[config.mk]
export PLATFORM = sky130hd
export DESIGN_NAME = encoder_sample_ctrl
export DESIGN_NICKNAME = d
export VERILOG_FILES = /design/src/rtl/encoder_pkg.sv /design/src/rtl/encoder_gate_timer.sv /design/src/rtl/encoder_sample_ctrl.sv
export SDC_FILE = /design/constraint.sdc
export NUM_CORES = 1
export LEC_CHECK = 0
export CORE_UTILIZATION = 49
export CTS_CLUSTER_DIAMETER = 40
export DETAILED_ROUTE_END_ITERATION = 6
export PLACE_DENSITY = 0.77
export SYNTH_ARGS = -nofsm -noshare
export SYNTH_HDL_FRONTEND = slang
export SYNTH_SLANG_ARGS = --single-unit
export TNS_END_PERCENT = 30
[constraint.sdc]
create_clock -name clk -period 2.32 [get_ports clk]
set_clock_uncertainty 0.15 [all_clocks]
set_input_delay 0.464 -clock clk [delete_from_list [all_inputs] [get_ports clk]]
set_output_delay 0.464 -clock clk [all_outputs]
set_load 0.01 [all_outputs]
[src/rtl/encoder_pkg.sv]
// Shared types and constants for the encoder measurement sequencer.
package encoder_pkg;

    localparam int unsigned CntWDefault = 32;
    localparam int unsigned GateCntW    = 24;

    localparam logic [7:0] AddrCtrl  = 8'h00;
    localparam logic [7:0] AddrStep  = 8'h01;
    localparam logic [7:0] AddrSpeed = 8'h02;

    typedef enum logic [1:0] {
        StIdle,
        StRun,
        StLatch,
        StClr
    } enc_state_e;

endpackage

[src/rtl/encoder_gate_timer.sv]
// Measurement-window counter: start loads zero and runs, stop loads zero and halts.
module encoder_gate_timer
    import encoder_pkg::*;
#(
    parameter int unsigned GATE_CYCLES = 50000
) (
    input  logic                clk,
    input  logic                rst_n,
    input  logic                start,
    input  logic                stop,
    output logic                tc,
    output logic [GateCntW-1:0] gate_cnt
);

    localparam logic [GateCntW-1:0] LastCnt = GateCntW'(GATE_CYCLES - 1);

    logic                run_q;
    logic [GateCntW-1:0] cnt_q;

    always_ff @(posedge clk) begin
        if (!rst_n) begin
            run_q <= 1'b0;
            cnt_q <= '0;
        end else if (stop) begin
            run_q <= 1'b0;
            cnt_q <= '0;
        end else if (start) begin
            run_q <= 1'b1;
            cnt_q <= '0;
        end else if (run_q) begin
            cnt_q <= cnt_q + 1'b1;
        end
    end

    assign tc       = run_q && (cnt_q == LastCnt);
    assign gate_cnt = cnt_q;

endmodule

[src/rtl/encoder_sample_ctrl.sv]
// Encoder sampling sequencer: gated position latch, speed delta, sample irq, counter clear.
// Optional ENCODER_SPEED_AVG_EN averages speed over the last four windows.
module encoder_sample_ctrl
    import encoder_pkg::*;
#(
    parameter int unsigned GATE_CYCLES = 50000,
    parameter int unsigned CNT_W       = CntWDefault
) (
    input  logic             clk,
    input  logic             rst_n,
    input  logic             enable,
    input  logic             clear,
    input  logic [CNT_W-1:0] enc_count,
    input  logic             irq_ack,
    output logic             cnt_clr,
    output logic [CNT_W-1:0] step,
    output logic [CNT_W-1:0] speed,
    output logic             sample_valid,
    output logic             irq,
    output logic             busy
);

    enc_state_e          state_q;
    logic [CNT_W-1:0]    prev_q;
    logic [CNT_W-1:0]    step_q;
    logic [CNT_W-1:0]    speed_q;
    logic                cnt_clr_q;
    logic                sample_valid_q;
    logic                irq_q;
    logic                busy_q;

    logic                tmr_start;
    logic                tmr_stop;
    logic                tmr_tc;
    logic [GateCntW-1:0] gate_cnt;
    logic                unused_gate_cnt;

    logic [CNT_W-1:0]    raw_delta;
    logic [CNT_W-1:0]    latch_speed;

    encoder_gate_timer #(
        .GATE_CYCLES (GATE_CYCLES)
    ) u_gate_timer (
        .clk      (clk),
        .rst_n    (rst_n),
        .start    (tmr_start),
        .stop     (tmr_stop),
        .tc       (tmr_tc),
        .gate_cnt (gate_cnt)
    );

    assign unused_gate_cnt = ^gate_cnt;

    // Timer runs exactly while the FSM sits in RUN.
    always_comb begin
        tmr_start = 1'b0;
        tmr_stop  = 1'b0;
        if (clear) begin
            tmr_stop = 1'b1;
        end else begin
            case (state_q)
                StIdle, StLatch, StClr: tmr_start = enable;
                StRun:                  tmr_stop  = tmr_tc || !enable;
                default:                tmr_stop  = 1'b1;
            endcase
        end
    end

    // Modulo subtraction gives the correct signed delta across counter wrap.
    assign raw_delta = enc_count - prev_q;

`ifdef ENCODER_SPEED_AVG_EN
    logic [CNT_W-1:0] hist0_q, hist1_q, hist2_q;
    logic [CNT_W+1:0] avg_sum;
    logic [1:0]       unused_avg_lsb;

    function automatic logic [CNT_W+1:0] sext2(input logic [CNT_W-1:0] v);
        return {{2{v[CNT_W-1]}}, v};
    endfunction

    // Newest delta plus three prior ones; bits [CNT_W+1:2] are the arithmetic >>2.
    assign avg_sum        = sext2(raw_delta) + sext2(hist0_q) + sext2(hist1_q) + sext2(hist2_q);
    assign latch_speed    = avg_sum[CNT_W+1:2];
    assign unused_avg_lsb = avg_sum[1:0];

    always_ff @(posedge clk) begin
        if (!rst_n || clear) begin
            hist0_q <= '0;
            hist1_q <= '0;
            hist2_q <= '0;
        end else if (state_q == StLatch) begin
            hist0_q <= raw_delta;
            hist1_q <= hist0_q;
            hist2_q <= hist1_q;
        end
    end
`else
    assign latch_speed = raw_delta;
`endif

    always_ff @(posedge clk) begin
        if (!rst_n) begin
            state_q        <= StIdle;
            prev_q         <= '0;
            step_q         <= '0;
            speed_q        <= '0;
            cnt_clr_q      <= 1'b0;
            sample_valid_q <= 1'b0;
            irq_q          <= 1'b0;
            busy_q         <= 1'b0;
        end else begin
            cnt_clr_q      <= 1'b0;
            sample_valid_q <= 1'b0;
            if (irq_ack) begin
                irq_q <= 1'b0;
            end
            if (clear) begin
                state_q   <= StClr;
                cnt_clr_q <= 1'b1;
                step_q    <= '0;
                speed_q   <= '0;
                prev_q    <= '0;
                busy_q    <= 1'b1;
            end else begin
                case (state_q)
                    StIdle: begin
                        if (enable) begin
                            state_q <= StRun;
                            prev_q  <= enc_count;
                            busy_q  <= 1'b1;
                        end
                    end
                    StRun: begin
                        if (tmr_tc) begin
                            state_q <= StLatch;
                        end else if (!enable) begin
                            state_q <= StIdle;
                            busy_q  <= 1'b0;
                        end
                    end
                    StLatch: begin
                        step_q         <= enc_count;
                        speed_q        <= latch_speed;
                        prev_q         <= enc_count;
                        sample_valid_q <= 1'b1;
                        irq_q          <= 1'b1;
                        state_q        <= enable ? StRun : StIdle;
                        busy_q         <= enable;
                    end
                    StClr: begin
                        state_q <= enable ? StRun : StIdle;
                        busy_q  <= enable;
                    end
                    default: begin
                        state_q <= StIdle;
                        busy_q  <= 1'b0;
                    end
                endcase
            end
        end
    end

    assign cnt_clr      = cnt_clr_q;
    assign step         = step_q;
    assign speed        = speed_q;
    assign sample_valid = sample_valid_q;
    assign irq          = irq_q;
    assign busy         = busy_q;

endmodule

---- Yosys cells after proc, flatten, opt, wreduce, memory -nomap -nowiden ----
Cells that the tools add are included.
word-level totals
  bits in registers ....................... 127
  bits of input ports ..................... 37
  output and inout port bits .............. 68
  logic and storage cells ................. 57
operators by class
  add/sub/neg operators ................... 2
  equal/unequal tests ..................... 9
  muxes and demuxes ....................... 22
  bitwise logic cells ..................... 1
  reduce and logical (&&, ||, !) cells .... 13
operators by type and width
  cell                                              count
  case mux 32 bit (2 select lines)                  1
  2-to-1 mux 32 bit                                 1
  subtractor 32 bit                                 1
  adder 24 x 1 -> 24 bit (second input constant)    1
  == test 24 x 16 -> 1 bit (second input constant)  1
  2-to-1 mux 1 bit                                  14
  inequality test 3 bit (second input constant)     3
  2-to-1 mux 2 bit                                  4
  case mux 2 bit (3 select lines)                   1
  OR reduction 2 bit                                3
  OR reduction 3 bit                                2
  == test 2 bit (second input constant)             2
  inequality test 4 bit (second input constant)     1
  AND reduction 2 bit                               2
  case mux 1 bit (3 select lines)                   1
  AND reduction 3 bit                               1
  == test 2 x 1 -> 1 bit (second input constant)    1
  zero test 2 bit                                   1
  inequality test 2 bit (second input constant)     1
  nonzero test 2 bit                                1
  logical AND 1 bit                                 1
  zero test 1 bit                                   1
  logical OR 1 bit                                  1
  NOT 1 bit                                         1

---- Depth between registers and ports, before layout ----
  depth after elaboration ................. 6
  gate-level depth with buffers ........... 10
  depth with buffers taken out ............ 10

---- Cells and area by module ----
From an unflattened synthesis, not the netlist that was laid out.
unflattened totals
  cells, all modules ...................... 834
  area, all modules ....................... 6433.7 µm²
by module, submodules not included
  module               times used  cells each  area an instance (µm²)  seq. area each (µm²)
  encoder_sample_ctrl  1           694         5256.3                  2042.0
  encoder_gate_timer   1           140         1177.4                  500.5

---- Worst setup path after synthesis ----
No wires, ideal clock.
  kind .................................... in2reg
  start ................................... in enc_count[0]
  end ..................................... reg speed_q[16] (netlist: speed[16])
  library setup time ...................... 0.120 ns
  arrival time ............................ 2.269 ns
  required time ........................... 2.050 ns
  path slack .............................. -0.219 ns
  stages .................................. 10
  path buffers ............................ 0
  cell sequence ........................... inv_1 ha_1 fa_1 nand2b_1 a21oi_1 o21ai_0 a21oi_1 a21oi_1 and3_1 a211o_1
between the ends
  longest elaborated chain between the ends .. 1
ends and longest elaborated chain
  element                 RTL line                    RTL
  start: declaration      encoder_sample_ctrl.sv:13   input logic [CNT_W-1:0] enc_count,
  subtractor 32 bit       encoder_sample_ctrl.sv:70   assign raw_delta = enc_count - prev_q;
  end signal: assignment  encoder_sample_ctrl.sv:143  speed_q <= latch_speed;
  end: declaration        encoder_sample_ctrl.sv:26   logic [CNT_W-1:0] speed_q;
No other way between the ends.
A chain may end at the register's enable or synchronous reset.

---- Final worst setup path ----
  start ................................... reg prev_q[14]
  end ..................................... reg speed_q[27] (netlist: speed[27])
between the ends
  longest elaborated chain between the ends .. 1
ends and longest elaborated chain
  element                   RTL line                    RTL
  start: declaration        encoder_sample_ctrl.sv:24   logic [CNT_W-1:0] prev_q;
  start signal: assignment  encoder_sample_ctrl.sv:129  prev_q <= enc_count;
  start signal: assignment  encoder_sample_ctrl.sv:144  prev_q <= enc_count;
  subtractor 32 bit         encoder_sample_ctrl.sv:70
No other way between the ends.

==> results.yml <==
timing:
  max_freq_mhz: 405
  setup_slack_ns: -0.151
  hold_viol: 0
  timing.hold.ws_ns: 0.204
  finalSetupTns_ns: -0.670
  fin_crit_ns: 2.47
  period_share: 1.07
  tightest_slew_ns: 0.509
  finalSetupViolations: 10
  maxSlewHeadroom: 0.661
  rsz0062_at_grt: "true"
  slew_violations: 0
synthesis:
  synth_cell_types: 61
  netlist_top_cells_area: "dfxtp_1 38%, nand2_1 11%, a21oi_1 9.2%"
  synth_edf_count: 0
  syn-cell-area_sq_um: 6660
  post-synth-top-area-cell: "dfxtp_1"
  async_flop_share: 0
  synth_warnings: 0
  syn_avg_cell_area_sq_um: 7.59
  synth-seq-cells: 127
  synth_top_area_frac: 0.382
  syn_inst: 878
  ys_seq_area_frac: 0.382
  synth_nets: 948
  synth_flop_cell: "dfxtp_1"
finish:
  final_nets: 1168
  n_fill_cell: 897
  final_cell_mix: "193 x nand2_1, 139 x buf_4, 121 x dfxtp_1, 104 x a21oi_1, 81 x clkdlybuf4s50_1"
  ff_latch_area_sq_um: 2550
  final_common_cell: "nand2_1"
  multi_input_area_sq_um: 4260
  final_cell_area_sq_um: 10000
  drive_gt1_frac: 0.255
  area_growth_pct: 50.5
  fin_cells: 1289
  post-route-util: 0.757
global_routing:
  grt_pass1_vias: 6629
  grt_first_pass_wirelength_microns: 32400
  antenna_found_initial: 1
  grtUsageTotal: 0.290
  grt_max_degree: 85
  gr-total-overflow: 0
floorplanning:
  start_util: 0.503
  std_cell_rows: 42
  dieHeight_microns: 119
  pin_count: 105
  fp.dieW_microns: 119
  core_sq_um: 13200
  die-area_sq_um: 14100
worst_setup_path:
  worstPathRequired_ns: 2.49
  crit_path_top_delay_cell: "dfxtp_1"
  crit_top_cell: "buf_4"
  crit_chain: "inv_1 -> ha_4 -> buf_4 -> o21ai_0 -> nor2_1 -> nor4_2 -> buf_4 -> a21oi_4 -> o21ai_2 -> nor4_1 -> a211o_1"
  crit_path_start_kind: "flop"
  critPathMaxStageDelay_ns: 0.36
  path_class: "flop to flop"
  crit_fanout: 5
  cp.arrival_ns: 2.64
  crit_path_end_kind: "flop"
drt:
  final_antenna_net_count: 0
  drt_first_iter_violations: 651
  wl_per_cell_microns: 17.4
  drt_wl_total_microns: 22400
  vias: 7345
  route.met2.wl_microns: 10400
  top_layer: "met4"
  wl_met3_microns: 1680
  first_pass_iters: 6
  post_drt_via_cell_ratio: 5.70
  drc: 0
  drt-met1-wl_microns: 9520
pwr:
  switchingPower_mw: 1.77
  p_comb_frac: 0.203
  clkPwrFrac: 0.443
  switching_share: 0.278
  post-layout-total-power_mw: 6.39
  seqPwrFrac: 0.354
  peakVddDrop_uv: 529
  internal_power_mw: 4.61
  powerDensity_nw_per_um2: 637
  p_leak_nw: 3.83
place:
  io_buffers: 104
  place_hpwl_microns: 13600
  dpl_cell_area_sq_um: 8800
  placedCellCount: 1242
  gp_congestion: 0.916
  pre_cts_ws_ns: -0.696
run_status:
  status: "complete, but fails checks"
  violations: "negative setup slack"
cts:
  numCtsBuffers: 17
  clkTransAtPathRegs_ns: 0.06
  clkLatencyLatePin_ns: 0.43
  cts_num_sinks: 127
  tritoncts: "built"
  htreeDepth: 4
  cts_buffer_depth: 2
  clock-root-buffer: "clkbuf_16"
run:
  drv_cap: 0
hold_path:
  min_path_type: "input pin to flop"
[power by group through the flow]
| stage | combinational (mW) | sequential [mW] | clock (mW) |
|---|---|---|---|
| final | 1.29 | 2.26 | 2.83 |
| after global routing | 1.37 | 2.27 | 2.96 |
| after CTS | 1.14 | 2.26 | 2.85 |
| after detailed placement | 1.07 | 2.31 | 0 |
| after global placement | 1.05 | 2.31 | 0 |
| after floorplan | 0.545 | 2.31 | 0 |
[synth_stat cells, drive strengths merged (19+ instances only)]
| master | instances |
|---|---|
| inv | 43 |
| nand2 | 197 |
| nor2 | 67 |
| nand4 | 20 |
| ha | 32 |
| nand3 | 24 |
| a21oi | 124 |
| dfxtp | 127 |
| o21ai | 30 |
| xor2 | 20 |
| xnor2 | 19 |
| clkbuf | 35 |
[worst paths after layout]
kind	cells past startpoint	slack [ns]	from	end
hold reg to reg	2	0.30	speed[10]	speed[10]
setup / recovery	11	-0.15	prev_q[14]	speed[27]
setup reg to reg	11	-0.15	prev_q[14]	speed[27]
hold / removal	3	0.20	enc_count[12]	step[12]
[layout make-up]
cell class	instances	area share
timing repair buffer	251	0.219
antenna	2	0.000499
multi-input combinational	657	0.425
clock buffer	19	0.0452
inverter	44	0.0165
clock inverter	13	0.0173
tap	176	0.0220
sequential	127	0.254
[kinds of logic (layout without fill, tap and decap cells)]
logic type,after synthesis,in the layout,share of synthesized area
simple gates,369,369,0.254
compound gates,212,212,0.186
flops,127,127,0.382
buf+inv,94,327,0.0584
xor+xnor,39,39,0.0513
fa+ha+maj,33,33,0.0631
mux,4,4,0.00638
other cells,0,2,0
[sequential cells by signal, summed over array words and instances (netlist names)]
signal                 count
cnt_clr                    1
step                      32
irq                        1
sample_valid               1
prev_q                    32
u_gate_timer.gate_cnt     24
state_q                    2
speed                     32
u_gate_timer.run_q         1
busy                       1
[timing repair]
action | in CTS | in global routing
setup buffers | 2 | 11
pin swaps | 15 | 34
endpoints found under the setup margin | 22 | 41
hold buffers | 0 | 0
resized for setup | 52 | 64
[layer usage]
layer,GRT usage,up-vias
li1,-,3432
met1,0.391,3455
met2,0.459,369
met3,0.0516,89
met4,0.111,0
met5,0,-
[critical path: cells and delay by family, from the launching register on]
family          cells  cell delay [ns]
simple gates        3             0.52
flops               1             0.36
fa+ha+maj           1             0.24
compound gates      4             0.66
buf+inv             3             0.44
(Power assumes the default switching activity.)
